File: src/rtl/al422_pkg.sv
// ---------------------------------------------------------------------------
// al422_pkg : shared AL422 types and constants for the write and read sides.
// Rev 1.0
// ---------------------------------------------------------------------------
`default_nettype none

package al422_pkg;

  typedef enum logic [2:0] {
    IDLE  = 3'd0,
    WRST  = 3'd1,
    GUARD = 3'd2,
    WRITE = 3'd3,
    DONE  = 3'd4
  } al422_wr_state_t;

  localparam int AL422_DEPTH = 393216;

  // Control-byte layout, decoded by the read side.
  localparam int         CTRL_OE_INV_BIT = 7;
  localparam logic [7:0] CTRL_ROW_MASK   = 8'h1F;

endpackage

`default_nettype wire

File: src/rtl/al422_frame_writer_if.sv
// ---------------------------------------------------------------------------
// al422_frame_writer_if : byte stream, AL422 write pins and frame status.
// Rev 1.0
// ---------------------------------------------------------------------------
`default_nettype none

interface al422_frame_writer_if #(
  parameter int COUNT_W = 19
);
  logic [7:0]         s_data;
  logic               s_valid;
  logic               s_last;
  logic               s_ready;
  logic [7:0]         al422_data_out;
  logic               al422_we_out;
  logic               al422_wrst_out;
  logic               frame_done;
  logic [COUNT_W-1:0] frame_bytes;
  logic               overflow;
  logic [7:0]         frame_checksum;

  modport master (
    output s_data, s_valid, s_last,
    input  s_ready, al422_data_out, al422_we_out, al422_wrst_out,
    input  frame_done, frame_bytes, overflow, frame_checksum
  );

  modport slave (
    input  s_data, s_valid, s_last,
    output s_ready, al422_data_out, al422_we_out, al422_wrst_out,
    output frame_done, frame_bytes, overflow, frame_checksum
  );
endinterface

`default_nettype wire

File: src/rtl/al422_wrst_pulse.sv
// ---------------------------------------------------------------------------
// al422_wrst_pulse : fixed-width active-low pulse, WIDTH clocks after start.
// Rev 1.0
// ---------------------------------------------------------------------------
`default_nettype none

module al422_wrst_pulse #(
  parameter int WIDTH = 4
) (
  input  logic clk_i,
  input  logic rst_i,
  input  logic start_i,
  output logic wrst_n_o,
  output logic done_o
);
  localparam int            CW     = (WIDTH > 1) ? $clog2(WIDTH) : 1;
  localparam logic [CW-1:0] C_LOAD = CW'(WIDTH - 1);

  logic          active_q, active_d;
  logic [CW-1:0] cnt_q, cnt_d;

  always_comb begin
    active_d = active_q;
    cnt_d    = cnt_q;
    if (start_i) begin
      active_d = 1'b1;
      cnt_d    = C_LOAD;
    end else if (active_q) begin
      if (cnt_q == '0) begin
        active_d = 1'b0;
      end else begin
        cnt_d = cnt_q - CW'(1);
      end
    end
  end

  always_ff @(posedge clk_i) begin
    if (rst_i) begin
      active_q <= 1'b0;
      cnt_q    <= '0;
    end else begin
      active_q <= active_d;
      cnt_q    <= cnt_d;
    end
  end

  assign wrst_n_o = ~active_q;
  // High during the last low clock so the caller leaves WRST on the release edge.
  assign done_o   = active_q && (cnt_q == '0);

endmodule

`default_nettype wire

File: src/rtl/al422_frame_writer.sv
// ---------------------------------------------------------------------------
// al422_frame_writer : AL422 write-side controller (frame reset, strobes,
// byte count, overflow). Optional checksum: AL422_WR_CHECKSUM_EN.  Rev 1.0
// ---------------------------------------------------------------------------
`default_nettype none

module al422_frame_writer
  import al422_pkg::*;
#(
  parameter int WRST_CYCLES = 4,
  parameter int MAX_BYTES   = AL422_DEPTH,
  parameter int COUNT_W     = 19
) (
  input  logic                in_clk,
  input  logic                in_rst,
  al422_frame_writer_if.slave bus
);
  localparam logic [COUNT_W-1:0] C_MAX_CNT = COUNT_W'(MAX_BYTES);

  al422_wr_state_t    state_q, state_d;
  logic [7:0]         skid_data_q, skid_data_d;
  logic               skid_last_q, skid_last_d;
  logic [7:0]         wdata_q, wdata_d;
  logic               we_n_q, we_n_d;
  logic [COUNT_W-1:0] count_q, count_d;
  logic [COUNT_W-1:0] fbytes_q, fbytes_d;
  logic               ovf_q, ovf_d;
  logic               done_q, done_d;

  logic               w_arm;
  logic               w_wr_en;
  logic [7:0]         w_wr_byte;
  logic               w_ready;
  logic               w_wrst_n;
  logic               w_wrst_done;

  al422_wrst_pulse #(
    .WIDTH (WRST_CYCLES)
  ) u_wrst_pulse (
    .clk_i    (in_clk),
    .rst_i    (in_rst),
    .start_i  (w_arm),
    .wrst_n_o (w_wrst_n),
    .done_o   (w_wrst_done)
  );

  always_comb begin
    state_d     = state_q;
    skid_data_d = skid_data_q;
    skid_last_d = skid_last_q;
    wdata_d     = wdata_q;
    we_n_d      = 1'b1;
    count_d     = count_q;
    ovf_d       = ovf_q;
    fbytes_d    = fbytes_q;
    done_d      = 1'b0;
    w_arm       = 1'b0;
    w_wr_en     = 1'b0;
    w_wr_byte   = 8'h00;
    w_ready     = 1'b0;

    unique case (state_q)
      IDLE: begin
        w_ready = 1'b1;
        if (bus.s_valid) begin
          skid_data_d = bus.s_data;
          skid_last_d = bus.s_last;
          w_arm       = 1'b1;
          count_d     = '0;
          ovf_d       = 1'b0;
          state_d     = WRST;
        end
      end
      WRST: begin
        if (w_wrst_done) state_d = GUARD;
      end
      GUARD: begin
        w_wr_en   = 1'b1;
        w_wr_byte = skid_data_q;
        state_d   = skid_last_q ? DONE : WRITE;
      end
      WRITE: begin
        w_ready = 1'b1;
        if (bus.s_valid) begin
          // A full FIFO still drains the stream; the byte is dropped.
          if (count_q == C_MAX_CNT) begin
            ovf_d = 1'b1;
          end else begin
            w_wr_en   = 1'b1;
            w_wr_byte = bus.s_data;
          end
          if (bus.s_last) state_d = DONE;
        end
      end
      DONE: begin
        state_d = IDLE;
      end
      default: begin
        state_d = IDLE;
      end
    endcase

    if (w_wr_en) begin
      wdata_d = w_wr_byte;
      we_n_d  = 1'b0;
      count_d = count_q + COUNT_W'(1);
    end

    if (state_d == DONE) begin
      done_d   = 1'b1;
      fbytes_d = count_d;
    end
  end

  always_ff @(posedge in_clk) begin
    if (in_rst) begin
      state_q     <= IDLE;
      skid_data_q <= 8'h00;
      skid_last_q <= 1'b0;
      wdata_q     <= 8'h00;
      we_n_q      <= 1'b1;
      count_q     <= '0;
      ovf_q       <= 1'b0;
      fbytes_q    <= '0;
      done_q      <= 1'b0;
    end else begin
      state_q     <= state_d;
      skid_data_q <= skid_data_d;
      skid_last_q <= skid_last_d;
      wdata_q     <= wdata_d;
      we_n_q      <= we_n_d;
      count_q     <= count_d;
      ovf_q       <= ovf_d;
      fbytes_q    <= fbytes_d;
      done_q      <= done_d;
    end
  end

`ifdef AL422_WR_CHECKSUM_EN
  logic [7:0] sum_q, sum_d;
  logic [7:0] csum_q, csum_d;

  always_comb begin
    sum_d  = sum_q;
    csum_d = csum_q;
    if (w_arm) begin
      sum_d = 8'h00;
    end else if (w_wr_en) begin
      sum_d = sum_q + w_wr_byte;
    end
    if (state_d == DONE) csum_d = sum_d;
  end

  always_ff @(posedge in_clk) begin
    if (in_rst) begin
      sum_q  <= 8'h00;
      csum_q <= 8'h00;
    end else begin
      sum_q  <= sum_d;
      csum_q <= csum_d;
    end
  end

  assign bus.frame_checksum = csum_q;
`else
  assign bus.frame_checksum = 8'h00;
`endif

  assign bus.s_ready        = w_ready;
  assign bus.al422_data_out = wdata_q;
  assign bus.al422_we_out   = we_n_q;
  assign bus.al422_wrst_out = w_wrst_n;
  assign bus.frame_done     = done_q;
  assign bus.frame_bytes    = fbytes_q;
  assign bus.overflow       = ovf_q;

endmodule

`default_nettype wire

File: src/flat_wrapper.sv
// flat-port wrapper written by rule: the top's interface ports become plain ports
module al422_frame_writer_flat import al422_pkg::*;
#(
  parameter int WRST_CYCLES = 4,
  parameter int MAX_BYTES   = AL422_DEPTH,
  parameter int COUNT_W     = 19
)
  (in_clk, in_rst, bus_s_data, bus_s_valid, bus_s_last, bus_s_ready, bus_al422_data_out, bus_al422_we_out, bus_al422_wrst_out, bus_frame_done, bus_frame_bytes, bus_overflow, bus_frame_checksum);
  al422_frame_writer_if #(.COUNT_W(COUNT_W)) bus_i ();
  input  logic in_clk;
  input  logic in_rst;
  input wire logic [$bits(bus_i.s_data)-1:0] bus_s_data;
  input wire logic [$bits(bus_i.s_valid)-1:0] bus_s_valid;
  input wire logic [$bits(bus_i.s_last)-1:0] bus_s_last;
  output wire logic [$bits(bus_i.s_ready)-1:0] bus_s_ready;
  output wire logic [$bits(bus_i.al422_data_out)-1:0] bus_al422_data_out;
  output wire logic [$bits(bus_i.al422_we_out)-1:0] bus_al422_we_out;
  output wire logic [$bits(bus_i.al422_wrst_out)-1:0] bus_al422_wrst_out;
  output wire logic [$bits(bus_i.frame_done)-1:0] bus_frame_done;
  output wire logic [$bits(bus_i.frame_bytes)-1:0] bus_frame_bytes;
  output wire logic [$bits(bus_i.overflow)-1:0] bus_overflow;
  output wire logic [$bits(bus_i.frame_checksum)-1:0] bus_frame_checksum;
  assign bus_i.s_data = bus_s_data;
  assign bus_i.s_valid = bus_s_valid;
  assign bus_i.s_last = bus_s_last;
  assign bus_s_ready = bus_i.s_ready;
  assign bus_al422_data_out = bus_i.al422_data_out;
  assign bus_al422_we_out = bus_i.al422_we_out;
  assign bus_al422_wrst_out = bus_i.al422_wrst_out;
  assign bus_frame_done = bus_i.frame_done;
  assign bus_frame_bytes = bus_i.frame_bytes;
  assign bus_overflow = bus_i.overflow;
  assign bus_frame_checksum = bus_i.frame_checksum;
  al422_frame_writer #(.WRST_CYCLES(WRST_CYCLES), .MAX_BYTES(MAX_BYTES), .COUNT_W(COUNT_W)) u_core (.in_clk(in_clk), .in_rst(in_rst), .bus(bus_i));
endmodule
File: config.mk
export PLATFORM = sky130hd
export DESIGN_NAME = al422_frame_writer_flat
export DESIGN_NICKNAME = d
export VERILOG_FILES = /design/src/rtl/al422_pkg.sv /design/src/rtl/al422_frame_writer_if.sv /design/src/rtl/al422_wrst_pulse.sv /design/src/rtl/al422_frame_writer.sv /design/src/flat_wrapper.sv
export SDC_FILE = /design/constraint.sdc
export NUM_CORES = 1
export LEC_CHECK = 0
export CAP_MARGIN = 20
export CORE_ASPECT_RATIO = 1.75
export CORE_MARGIN = 2
export CORE_UTILIZATION = 39
export CTS_BUF_LIST = sky130_fd_sc_hd__clkbuf_8
export DETAILED_ROUTE_END_ITERATION = 8
export HOLD_SLACK_MARGIN = 0.06
export REMOVE_ABC_BUFFERS = 1
export SKIP_LAST_GASP = 1
export SLEW_MARGIN = 10
export SYNTH_ARGS = -nofsm -noshare
export SYNTH_HDL_FRONTEND = slang
export SYNTH_SLANG_ARGS = --single-unit
File: constraint.sdc
create_clock -name in_clk -period 5.3 [get_ports in_clk]
set_clock_uncertainty 0.15 [all_clocks]
set_input_delay 0.795 -clock in_clk [delete_from_list [all_inputs] [get_ports in_clk]]
set_output_delay 0.795 -clock in_clk [all_outputs]
set_load 0.02 [all_outputs]
# Yosys cells after proc, flatten, opt, wreduce, memory -nomap -nowiden
# Index checks and enable logic that the tools add are counted.
[word_totals]
inputBits = 12
reg_bits = 64
[op_classes]
bitwise = 1
muxes = 30
n_reduce_logical = 9
n_eq_ne = 9
addsub = 2
[ops]
columns = ["op", "count"]
rows = [
  ["two-way mux 19 bit", 3],
  ["adder 19 x 1 -> 19 bit (second input constant)", 1],
  ["equality test 19 bit (second input constant)", 1],
  ["two-way mux 8 bit", 2],
  ["one-hot mux 8 bit (2 select lines)", 1],
  ["two-way mux 3 bit", 5],
  ["two-way mux 1 bit", 13],
  ["one-hot mux 3 bit (4 select lines)", 1],
  ["equality test 3 x 2 -> 1 bit (second input constant)", 2],
  ["two-way mux 2 bit", 3],
  ["!= test 2 bit (second input constant)", 3],
  ["one-hot mux 1 bit (2 select lines)", 2],
  ["AND reduction 2 bit", 2],
  ["AND reduction 4 bit", 1],
  ["nonzero test 2 bit", 2],
  ["equality test 3 x 1 -> 1 bit (second input constant)", 1],
  ["equality test 3 bit (second input constant)", 1],
  ["logical NOT 3 bit", 1],
  ["logical NOT 2 bit", 1],
  ["!= test 2 x 1 -> 1 bit (second input constant)", 1],
  ["OR reduction 2 bit", 1],
  ["subtractor 2 x 1 -> 2 bit (second input constant)", 1],
  ["logical AND 1 bit", 1],
  ["inverter 1 bit", 1],
]

# Depth between registers and ports, before layout
[depth]
ltp_word = 6
ltp_mapped = 9
mapped_depth_nobuf = 7

# By module
# A second synthesis with hierarchy kept.
[unflattened]
hier_cells = 335
hier_area_um2 = 3027.9
[modules_own_cells]
columns = ["module", "seq_area_each_um2", "cells_per_inst", "area_per_inst_um2", "n_inst"]
rows = [
  ["al422_frame_writer", 1221.2, 319, 2870.3, 1],
  ["al422_wrst_pulse", 60.1, 16, 157.7, 1],
]

# Worst setup path before layout
# OpenSTA, ideal clock, no wires.
[synth_timing]
kind = "input to register"
startpoint = "input port bus_s_valid"
endpoint = "register u_core.fbytes_q[18] (netlist: u_core.bus.frame_bytes[18])"
arrival_ps = 2080
path_stages = 5
required_ps = 5059
n_path_buf = 0
setup_ps = 91
path_slack_ps = 2979
path_cell_list = "and4b_1 -> o21ai_1 -> a21o_1 -> or4_1 -> a311oi_1"
[synth_via]
elab_chain_cells = 3
word_cells_on_any_way = 9
cone_classes = "eq/ne (1); mux (8)"
[synth_lines]
columns = ["item", "line", "source"]
rows = [
  ["start: declaration", "flat_wrapper.sv:13", "input wire logic [$bits(bus_i.s_valid)-1:0] bus_s_valid;"],
  ["two-way mux 3 bit (tied with other cells)", "al422_frame_writer.sv:84", "if (bus.s_valid) begin"],
  ["one-hot mux 3 bit (4 select lines) (tied with other cells)", "al422_frame_writer.sv:62", "unique case (state_q)"],
  ["equality test 3 bit or two-way mux 19 bit (tied branches)", "al422_frame_writer.sv:109, al422_frame_writer.sv:103", ""],
  ["end signal: assignment", "al422_frame_writer.sv:134", "fbytes_q <= fbytes_d;"],
  ["end: declaration", "al422_frame_writer.sv:26", "logic [COUNT_W-1:0] fbytes_q, fbytes_d;"],
]
# Parallel ways exist; a longest one is shown, timed or not.
# A chain may end at the register's enable or synchronous reset.

# Final worst setup path
# Same ends and word-level chain as after synthesis.

==> impl_results.md <==
- WHS Endpoint: u_core.bus.frame_bytes[9]
- RSZ-0062 raised after global routing: no
- Cell variety after synth: 50
- # IOs: 52
- Switching Share: 25.1%
- Row cnt: 42
- Total Power: 0.976 mW
- DP Cell Count: 456
- Crit-path slowest cell: clkdlybuf4s50_1
- Worst hold path type: flop to flop
- First-pass GRT wire length: 12000 um
- Count leader, synth: dfxtp_1
- Grt ovf: 0
- Initial core utilization: 39.7%
- Avg Vias per Cell: 5.55
- Leakage: 1.20 nW
- Seq/Total Area, Yosys: 43.3%
- GRT Max-Usage Layer: met2
- Area growth, synth to finish: 21.3%
- Clock share of power: 40.7%
- Cell count after synthesis: 346
- Top_reg_cell synth: dfxtp_1
- DP HPWL: 4800 um
- Critical Path Stages: 6
- DRT iter0 DRCs: 140
- Chip height: 119 um
- Combinational share of power: 8.1%
- Asr flop ratio synth: 0%
- TritonCTS clock tree: built
- Clock Sinks: 64
- Top delay family on crit path: simple AND/OR/NAND/NOR gates
- Hold_buf cts: 0
- Mapped cell area: 0.00296 mm^2
- Port bufs: 43
- Pwr Density: 272 mW/mm^2
- Post-Layout Cell Count: 473
- WHS: 0.305 ns
- Final routed DRC violation total: 0
- Max-cap violation count: 0
- Setup violators final: 0
- GRT Total Usage: 18.3%
- Worst Tran Pin Value: 0.836 ns
- CP Class: input port to flop
- Fin. max-slew vios: 0
- Post-route minimum period: 2.80 ns
- GR Util met2: 33.0%
- RR Endpoint: u_core.bus.frame_bytes[13]
- Drt total wl: 7120 um
- Status: finished clean
- Worst-path clk slew: 0.07 ns
- Clk Latency, worst-skew pair: 0.36 ns
- Critical Path Sink Type: flop
- Core area: 0.00746 mm^2
- R2r worst-path depth: 7
- Setup bufs post-CTS: 0
- Warnings, synthesis: 0
- Worst setup SP type: input port
- GR Util met1: 19.1%
- Peak Freq: 357 MHz
- Largest net degree at the start of global routing: 56
- Syn avg cell area: 8.56 um^2
- DR pass1 iterations: 4
- Clock Tree Root: clkbuf_8
- Max IR drop VDD: 0.158 mV
- GP Congestion: 0.808
- Worst stage delay on the critical path: 0.51 ns
- Final Cycle Share: 52.8%
- WHS Path Cells: 2
- Initial antenna violation count: 0
- CTS H-tree lvls: 3
- Worst reg2reg setup slack: 2.70 ns
- Internal Power: 0.731 mW
- Via count: 2626
- Antenna diode instance count: 0
- Crit-path cells: clkdlybuf4s50_1, and4b_1, o21ai_1, a21o_1, or4_1, a311oi_1
- Vias in the first global route: 2541
- Hold Vio Cnt, Final: 0
- Routed length per instance: 15.1 um
- Chip Width: 69.9 um
- Critical path fanouts, max: 16
- Post-synth top area share: 43.3%
- Detail Route Antenna Nets: 0
- Post-synth top cells: dfxtp_1 (64), nand2_1 (40), a21oi_1 (37), nand3_1 (24), nor2_1 (18)
- Grt met3 use: 5.50%
- Fin util: 48.1%
- FF-to-FF Start: u_core.count_q[0]
- Synth Register Bits: 64
- CTS buffer count: 9
- Clock tree buffer depth: 2
- Post-CTS sizing: 0
- Fraction of layout cells with a size suffix above 1: 8.57%
- Top cells by area, synth: dfxtp_1 (43%), a21oi_1 (6.3%), nand2_1 (5.1%), nand3_1 (4.1%), o211ai_1 (3.8%)
- Die area: 0.00833 mm^2
- WP data required: 5.41 ns
- CP bufs+invs: 1
- Hold_sp: u_core.bus.frame_bytes[9]
- Switching power: 0.245 mW
- Worst rel slew slack: 44.3%
- Nets: 395
- Reg power frac: 51.2%
- Setup TNS: 0 ns
- Post-synth top area cell: dfxtp_1
- WP data arrival: 2.90 ns
- Number of synthesized flops with an enable pin: 0
[tightest hold or removal path, stage by stage, from the launching register on]
cell,delay (ns)
dfxtp_1,0.33
nand2_1,0.04
o21ai_0,0.05
[cell type report]
| type | count | area, um^2 |
|---|---|---|
| tap | 88 | 110 |
| inverter | 9 | 33.8 |
| multi-input combinational | 248 | 1520 |
| fill | 775 | 3870 |
| clock buffer | 9 | 124 |
| clock inverter | 7 | 56.3 |
| sequential | 64 | 1280 |
| timing repair buffer | 48 | 463 |
[layer usage]
metal,routed length [um],up-vias
met5,0,-
met4,207,0
met3,316,14
met2,3800,53
met1,2810,1235
li1,-,1324
[state kept, by name, indices dropped and copies added, names as in the netlist]
register and cells:
u_core.bus.frame_done 1, u_core.bus.frame_bytes 19, u_core.count_q 19, u_core.bus.al422_data_out 8
u_core.skid_last_q 1, u_core.state_q 3, u_core.bus.overflow 1, u_core.bus.al422_we_out 1
u_core.u_wrst_pulse.active_q 1, u_core.skid_data_q 8, u_core.u_wrst_pulse.cnt_q 2
[per-stage QoR]
stage / instance area [um^2] / worst slack, ns
2_1_floorplan: 2830 / 2.42
3_3_place_gp: 3400 / 2.15
3_5_place_dp: 3400 / 2.08
4_1_cts: 3580 / 2.33
5_1_grt: 3590 / 2.28
6_report: 3590 / 2.50
[power groups by stage]
stage | clock network (mW) | logic [mW] | registers (mW)
2_1_floorplan | 0 | 0.0427 | 0.510
3_3_place_gp | 0 | 0.0779 | 0.510
3_5_place_dp | 0 | 0.0791 | 0.510
4_1_cts | 0.406 | 0.0794 | 0.499
5_1_grt | 0.428 | 0.0884 | 0.501
6_report | 0.397 | 0.0793 | 0.499
[layout by cell type (no fill, tap or decap), types with 6 or more instances in the layout]
cell type	netlist	final
nand2_1	40	40
a22oi_1	8	8
or4_1	6	6
a21oi_1	37	37
inv_1	8	11
dfxtp_1	64	64
o211ai_1	15	15
nor2_1	18	18
o21ai_0	7	7
or3_1	11	11
conb_1	1	8
clkbuf_8	0	9
clkdlybuf4s50_1	0	42
a311oi_1	7	7
nand3_1	24	24
a211oi_1	8	8
[cell families (layout without fill, tap and decap cells)]
group,after synthesis,count (layout),share of synthesized area [%]
compound gates,96,96,21.8
flops,64,64,43.3
buf+inv,41,73,6.47
fa+ha+maj,3,3,1.27
other cells,1,8,0.127
simple gates,131,131,23.7
mux,6,6,2.20
xor+xnor,4,4,1.18
[how the worst max path moves through the flow]
stage | start | endpoint | slack [ns]
global route | bus_s_valid | u_core.bus.frame_bytes[18] | 2.28
finish | bus_s_valid | u_core.bus.frame_bytes[18] | 2.50
floorplan | bus_s_valid | u_core.bus.frame_bytes[17] | 2.42
CTS | u_core.count_q[0] | u_core.bus.frame_bytes[13] | 2.33
detailed placement | bus_s_valid | u_core.bus.frame_bytes[13] | 2.08
global placement | bus_s_valid | u_core.bus.frame_bytes[13] | 2.15
(Power assumes the default switching activity.)
